`src/rtl/mul_operand_streamer_pkg.sv`:
```
// Shared defaults and FSM state encoding for the multiplier operand streamer.
package mul_operand_streamer_pkg;

    localparam int MUL_DW    = 32;
    localparam int MUL_DEPTH = 32;
    localparam int MUL_AW    = 5;

    typedef enum logic [1:0] {
        IDLE  = 2'd0,
        FETCH = 2'd1,
        SEND  = 2'd2,
        DONE  = 2'd3
    } state_t;

endpackage

```
`src/rtl/mul_operand_streamer_if.sv`:
```
// Multiplier input port: operand pair {a, b} with strobe/acknowledge handshake.
interface mul_operand_streamer_if
    import mul_operand_streamer_pkg::*;
#(
    parameter int DW = MUL_DW
) ();

    logic [2*DW-1:0] output_mul;
    logic            output_mul_stb;
    logic            output_mul_ack;

    modport master (
        output output_mul,
        output output_mul_stb,
        input  output_mul_ack
    );

    modport slave (
        input  output_mul,
        input  output_mul_stb,
        output output_mul_ack
    );

endinterface

```
`src/rtl/mul_operand_streamer_operand_ram.sv`:
```
// Operand-pair table: one synchronous write port, one registered read port.
module operand_ram #(
    parameter int W     = 64,
    parameter int DEPTH = 32,
    parameter int AW    = 5
) (
    input  logic          clk,
    input  logic          rst,
    input  logic          we,
    input  logic [AW-1:0] waddr,
    input  logic [W-1:0]  wdata,
    input  logic          re,
    input  logic [AW-1:0] raddr,
    output logic [W-1:0]  rdata
);

    logic [W-1:0] mem [DEPTH];

    always_ff @(posedge clk) begin
        if (we) begin
            mem[waddr] <= wdata;
        end
    end

    // The read register doubles as the presented pair, so it alone is reset.
    always_ff @(posedge clk or negedge rst) begin
        if (!rst) begin
            rdata <= '0;
        end else if (re) begin
            rdata <= mem[raddr];
        end
    end

endmodule

```
`src/rtl/mul_operand_streamer.sv`:
```
// Plays a preloaded table of operand pairs into the multiplier input port,
// one pair per stb/ack transfer, optionally looping until stopped.
module mul_operand_streamer
    import mul_operand_streamer_pkg::*;
#(
    parameter int DW    = MUL_DW,
    parameter int DEPTH = MUL_DEPTH,
    parameter int AW    = MUL_AW
) (
    input  logic                  clk,
    input  logic                  rst,
    input  logic                  load_en,
    input  logic [AW-1:0]         load_addr,
    input  logic [2*DW-1:0]       load_data,
    input  logic                  start,
    input  logic                  stop,
    input  logic [AW:0]           count,
    input  logic                  loop_en,
    mul_operand_streamer_if.master mul_if,
    output logic                  busy,
    output logic                  done,
    output logic [15:0]           sent_cnt
);

    localparam logic [AW:0] DEPTH_C = (AW+1)'(DEPTH);

    function automatic logic [15:0] sat_inc(input logic [15:0] v);
        return (v == 16'hFFFF) ? v : v + 16'd1;
    endfunction

    state_t        state_q, state_d;
    logic [AW-1:0] rd_addr_q, rd_addr_d;
    logic [AW:0]   cnt_q, cnt_d;
    logic          loop_q, loop_d;
    logic          stop_q, stop_d;
    logic [15:0]   sent_q, sent_d;

    logic          ram_we;
    logic          ram_re;
    logic [AW-1:0] ram_raddr;
    logic [AW:0]   count_clamped;
    logic          xfer;
    logic          last;
    logic [AW-1:0] next_idx;

    assign count_clamped = (count > DEPTH_C) ? DEPTH_C : count;
    assign xfer          = mul_if.output_mul_stb && mul_if.output_mul_ack;
    assign last          = ({1'b0, rd_addr_q} == (cnt_q - (AW+1)'(1)));
    assign next_idx      = last ? '0 : rd_addr_q + AW'(1);

    // Table writes only land while idle so a run always sees a stable table.
    assign ram_we = load_en && ((state_q == IDLE) || (state_q == DONE));

    always_comb begin
        state_d   = state_q;
        rd_addr_d = rd_addr_q;
        cnt_d     = cnt_q;
        loop_d    = loop_q;
        stop_d    = stop_q;
        sent_d    = sent_q;
        ram_re    = 1'b0;
        ram_raddr = rd_addr_q;
        unique case (state_q)
            IDLE, DONE: begin
                if (start) begin
                    cnt_d     = count_clamped;
                    loop_d    = loop_en;
                    rd_addr_d = '0;
                    sent_d    = '0;
                    stop_d    = 1'b0;
                    state_d   = (count_clamped == '0) ? DONE : FETCH;
                end
            end
            FETCH: begin
                ram_re    = 1'b1;
                ram_raddr = '0;
                state_d   = SEND;
                if (stop) stop_d = 1'b1;
            end
            SEND: begin
                if (xfer) begin
                    sent_d = sat_inc(sent_q);
                    if ((last && !loop_q) || stop || stop_q) begin
                        state_d = DONE;
                    end else begin
                        // Prefetch the next entry on the transfer edge to keep stb high.
                        rd_addr_d = next_idx;
                        ram_re    = 1'b1;
                        ram_raddr = next_idx;
                    end
                end else if (stop) begin
                    stop_d = 1'b1;
                end
            end
            default: state_d = IDLE;
        endcase
    end

    always_ff @(posedge clk or negedge rst) begin
        if (!rst) begin
            state_q   <= IDLE;
            rd_addr_q <= '0;
            cnt_q     <= '0;
            loop_q    <= 1'b0;
            stop_q    <= 1'b0;
            sent_q    <= '0;
        end else begin
            state_q   <= state_d;
            rd_addr_q <= rd_addr_d;
            cnt_q     <= cnt_d;
            loop_q    <= loop_d;
            stop_q    <= stop_d;
            sent_q    <= sent_d;
        end
    end

    operand_ram #(
        .W     (2*DW),
        .DEPTH (DEPTH),
        .AW    (AW)
    ) u_ram (
        .clk   (clk),
        .rst   (rst),
        .we    (ram_we),
        .waddr (load_addr),
        .wdata (load_data),
        .re    (ram_re),
        .raddr (ram_raddr),
        .rdata (mul_if.output_mul)
    );

    assign mul_if.output_mul_stb = (state_q == SEND);
    assign busy                  = (state_q == FETCH) || (state_q == SEND);
    assign done                  = (state_q == DONE);
    assign sent_cnt              = sent_q;

endmodule

```
`src/flat_wrapper.sv`:
```
// flat-port wrapper written by rule: the top's interface ports become plain ports
module mul_operand_streamer_flat import mul_operand_streamer_pkg::*;
#(
    parameter int DW    = MUL_DW,
    parameter int DEPTH = MUL_DEPTH,
    parameter int AW    = MUL_AW
)
  (clk, rst, load_en, load_addr, load_data, start, stop, count, loop_en, busy, done, sent_cnt, mul_if_output_mul, mul_if_output_mul_stb, mul_if_output_mul_ack);
  mul_operand_streamer_if #(.DW(DW)) mul_if_i ();
  input  logic clk;
  input  logic rst;
  input  logic load_en;
  input  logic [AW-1:0] load_addr;
  input  logic [2*DW-1:0] load_data;
  input  logic start;
  input  logic stop;
  input  logic [AW:0] count;
  input  logic loop_en;
  output logic busy;
  output logic done;
  output logic [15:0] sent_cnt;
  output wire logic [$bits(mul_if_i.output_mul)-1:0] mul_if_output_mul;
  output wire logic [$bits(mul_if_i.output_mul_stb)-1:0] mul_if_output_mul_stb;
  input wire logic [$bits(mul_if_i.output_mul_ack)-1:0] mul_if_output_mul_ack;
  assign mul_if_output_mul = mul_if_i.output_mul;
  assign mul_if_output_mul_stb = mul_if_i.output_mul_stb;
  assign mul_if_i.output_mul_ack = mul_if_output_mul_ack;
  mul_operand_streamer #(.DW(DW), .DEPTH(DEPTH), .AW(AW)) u_core (.clk(clk), .rst(rst), .load_en(load_en), .load_addr(load_addr), .load_data(load_data), .start(start), .stop(stop), .count(count), .loop_en(loop_en), .mul_if(mul_if_i), .busy(busy), .done(done), .sent_cnt(sent_cnt));
endmodule
```
`config.mk`:
```
export PLATFORM = sky130hd
export DESIGN_NAME = mul_operand_streamer_flat
export DESIGN_NICKNAME = d
export VERILOG_FILES = /design/src/rtl/mul_operand_streamer_pkg.sv /design/src/rtl/mul_operand_streamer_if.sv /design/src/rtl/mul_operand_streamer_operand_ram.sv /design/src/rtl/mul_operand_streamer.sv /design/src/flat_wrapper.sv
export SDC_FILE = /design/constraint.sdc
export NUM_CORES = 2
export LEC_CHECK = 0
export CAP_MARGIN = 40
export CORE_MARGIN = 2
export CORE_UTILIZATION = 40
export DETAILED_ROUTE_END_ITERATION = 10
export SYNTH_ARGS = -nofsm -noshare
export SYNTH_HDL_FRONTEND = slang
export SYNTH_HIERARCHICAL = 1
export SYNTH_SLANG_ARGS = --single-unit
```
`constraint.sdc`:
```
create_clock -name clk -period 4.7 [get_ports clk]
set_input_delay 0.47 -clock clk [delete_from_list [all_inputs] [get_ports clk]]
set_output_delay 0.47 -clock clk [all_outputs]
set_load 0.005 [all_outputs]
```
==> flow_summary.yaml <==
setup_path:
  crit_slowest_cell: "or3_1"
  worstPathCellList: "inv_1 -> ha_1 -> o21ba_1 -> a221oi_1 -> a41oi_1 -> or3_1 -> a41oi_1 -> a21o_4 -> buf_12 -> mux4_2 -> a22oi_1 -> nand2_1 -> a221o_1"
  cp-start-kind: "flop"
  slowest_delay_ps: 540
  path_buf_inv: 2
  cp.required_ps: 5410
  crit_type: "flop to flop"
  endpoint_kind: "flop"
  critPathTopFamily: "compound AO/OA/AOI/OAI gates"
  critPathArrivalTime_ps: 4990
  cp_common_cell: "a41oi_1"
  cp_max_fo: 79
cts:
  cts_tree: "done"
  cts-root-buf: "clkbuf_16"
  path_clk_slew_ps: 60
  post_cts_buffers: 0
  cts.sinks: 2143
  cts.htree.levels: 4
  clkLatencyLatePin_ps: 860
  clockBufferDepth: 3
  numCtsBuffers: 213
logic_synthesis:
  syn-num-nets: 3667
  syn-cell-area_sq_um: 81400
  synthTopCellsByArea: "edfxtp_1 76%, mux4_2 14%, dfrtp_1 2.9%"
  synth-seq-cells: 2143
  synth_seq_area_share: 0.785
  yosysTopAreaCell: "edfxtp_1"
  synth_cell_type_count: 60
  synthArstFlopShare: 0.0443
  synth_edf_count: 2048
  netlist_instances: 3579
  synthTopCellsByCount: "2048 x edfxtp_1, 512 x mux4_2, 164 x a22oi_1"
  yosysWarningCount: 6
  synth_top_area_frac: 0.756
  synth_flop_cell: "edfxtp_1"
  yosysMostFrequentCell: "edfxtp_1"
  syn_area_per_cell_sq_um: 22.7
global_routing:
  grt_pass1_wl_microns: 304000
  globalRouteTotalUtil: 0.207
  grt_overflow_total: 0
  first_global_vias: 40400
  antenna_found_initial: 13
  grt_start_max_net_pins: 80
sta:
  period_share: 0.911
  slew_headroom: 0.351
  skew_ps: 37.8
  rsz0062_at_grt: "no"
  worst_pin_slew_ps: 971
  fin_ws_ps: 418
  holdWs_ps: 234
  fmax_ghz: 0.234
  period_needed_ps: 4280
  finalSetupViolations: 0
  report.final.slew_viol_count: 0
  hold_viol: 0
cells_and_area:
  area_growth_pct: 17.8
  nets: 4071
  regArea_sq_um: 63900
  multi_input_area_sq_um: 16800
  final_area_sq_um: 95900
  drive_gt1_frac: 0.274
  utilization: 0.474
  fillers: 16300
floorplanning:
  coreArea_sq_um: 202000
  die_w_microns: 455
  fp-row-count: 165
  die_h_microns: 455
  die_area_sq_um: 207000
  start_util: 0.403
  ios: 165
routing:
  drtPass1Iterations: 7
  drt_iter0_drc: 4890
  via_count: 40000
  wl_microns: 215000
  ant_nets: 0
  avgViaCountPerCell: 5.85
  wl_per_cell_microns: 31.4
  drc_errors: 0
place:
  place_hpwl_microns: 109000
  dpl_worst_slack_ps: 484
  place_congestion: 0.740
  port_buffers: 164
  place_area_sq_um: 88700
power:
  powerDensity_nw_per_um2: 484
  peakVddDrop_v: 0.000393
  power_leakage_nw: 29.6
run:
  drv_cap: 0
run_status:
  status: "finished clean"
min_path:
  worstHoldPathType: "primary input to async pin"
-- sequential cells by signal (all words and copies together) (netlist names) --
register            flops
u_core/u_ram/mem     2048
u_core/u_ram/rdata     64
u_core/stop_q           1
u_core/cnt_q            6
u_core/loop_q           1
u_core/rd_addr_q        5
u_core/state_q          2
u_core/sent_cnt        16
-- cells in the final DEF (no fill, tap or decap), types with 9 or more instances in the layout --
master / netlist / layout
a211oi_1: 31 / 31
a21oi_1: 47 / 47
a221o_1: 48 / 48
a22oi_1: 164 / 164
buf_12: 0 / 77
buf_4: 18 / 87
buf_8: 0 / 56
bufinv_16: 0 / 16
clkbuf_1: 93 / 56
clkbuf_16: 0 / 219
clkbuf_8: 0 / 24
clkdlybuf4s50_1: 0 / 163
clkinv_1: 0 / 32
clkinv_2: 0 / 36
clkinvlp_4: 0 / 9
dfrtp_1: 95 / 95
edfxtp_1: 2048 / 2048
mux2_2: 31 / 31
mux2i_1: 29 / 29
mux4_2: 512 / 512
nand2_1: 77 / 77
nand2b_1: 11 / 10
nand3_1: 21 / 21
nor2_1: 70 / 35
nor2_4: 0 / 35
nor2b_1: 24 / 20
nor3_1: 14 / 14
o21ai_0: 9 / 9
o22ai_1: 41 / 41
xor2_1: 13 / 13
-- cell type report --
type                            count  share of cell area
Antenna cell                        2           0.0000522
Clock buffer                      299              0.0628
Clock inverter                    104              0.0112
Inverter                            7            0.000287
Multi-Input combinational cell   1229               0.175
Sequential cell                  2143               0.666
Tap cell                         2672              0.0349
Timing Repair Buffer              389              0.0497
-- stage by stage --
stage          setup TNS [ps]  instances  total power (W)
6_report                    0       6845           0.0464
5_1_grt                     0       6844           0.0480
4_1_cts                     0       6836           0.0468
3_5_place_dp                0       6432           0.0298
3_3_place_gp                0       6378           0.0297
2_1_floorplan         -160040       3579           0.0270
-- path summary, 6_finish.rpt --
kind / startpoint / depth (start not counted) / slack (ps) / to
max reg2reg: u_core/cnt_q[0] / 13 / 420 / u_core/u_ram/rdata[52]
max: u_core/cnt_q[0] / 13 / 420 / u_core/u_ram/rdata[52]
min reg2reg: u_core/u_ram/rdata[39] / 1 / 530 / u_core/u_ram/rdata[39]
max in group asynchronous: rst / 3 / 3310 / u_core/u_ram/rdata[44]
min in group clk: count[4] / 3 / 250 / u_core/cnt_q[4]
min: rst / 2 / 230 / u_core/sent_cnt[9]
-- what timing repair did --
item | 4_1_cts | 5_1_grt
endpoints found under the hold margin | 49 | 0
hold buffers | 1 | 0
resized for setup | 0 | 0
-- metal layers --
metal | global-route usage | up-vias | part of all wire
met5 | 0 | - | 0.00043
met4 | 0.0510 | 14 | 0.023
met3 | 0.0337 | 326 | 0.072
met2 | 0.334 | 1622 | 0.48
met1 | 0.297 | 21900 | 0.42
li1 | - | 16200 | -
-- worst register-to-register path, cell delays in order (launching register included) --
cell,delay [ps]
dfrtp_1,410
inv_1,60
ha_1,240
o21ba_1,200
a221oi_1,290
a41oi_1,140
or3_1,540
a41oi_1,300
a21o_4,360
buf_12,460
mux4_2,530
a22oi_1,220
nand2_1,80
a221o_1,320
-- kinds of logic (layout without fill, tap and decap cells) --
family                     Yosys count  after routing  share of synthesized area
other                                0              2                          0
muxes                              572            572                      0.150
adders and majority gates            6              6                   0.000922
and+or+nand+nor                    258            258                     0.0154
AOI/OAI and AO/OA                  374            374                     0.0339
DFF                               2143           2143                      0.785
buffers and inverters              207            799                     0.0132
xor gates and xnor gates            19             19                    0.00204
-- where the power goes --
group	internal [W]	switching, W	leakage, nW	total [W]
Combinational	0.00383	0.00348	6.50	0.00731
Sequential	0.0215	0.000490	19.6	0.0220
Clock	0.00983	0.00728	3.45	0.0171
Total	0.0351	0.0113	29.6	0.0464
(Power assumes the default switching activity.)
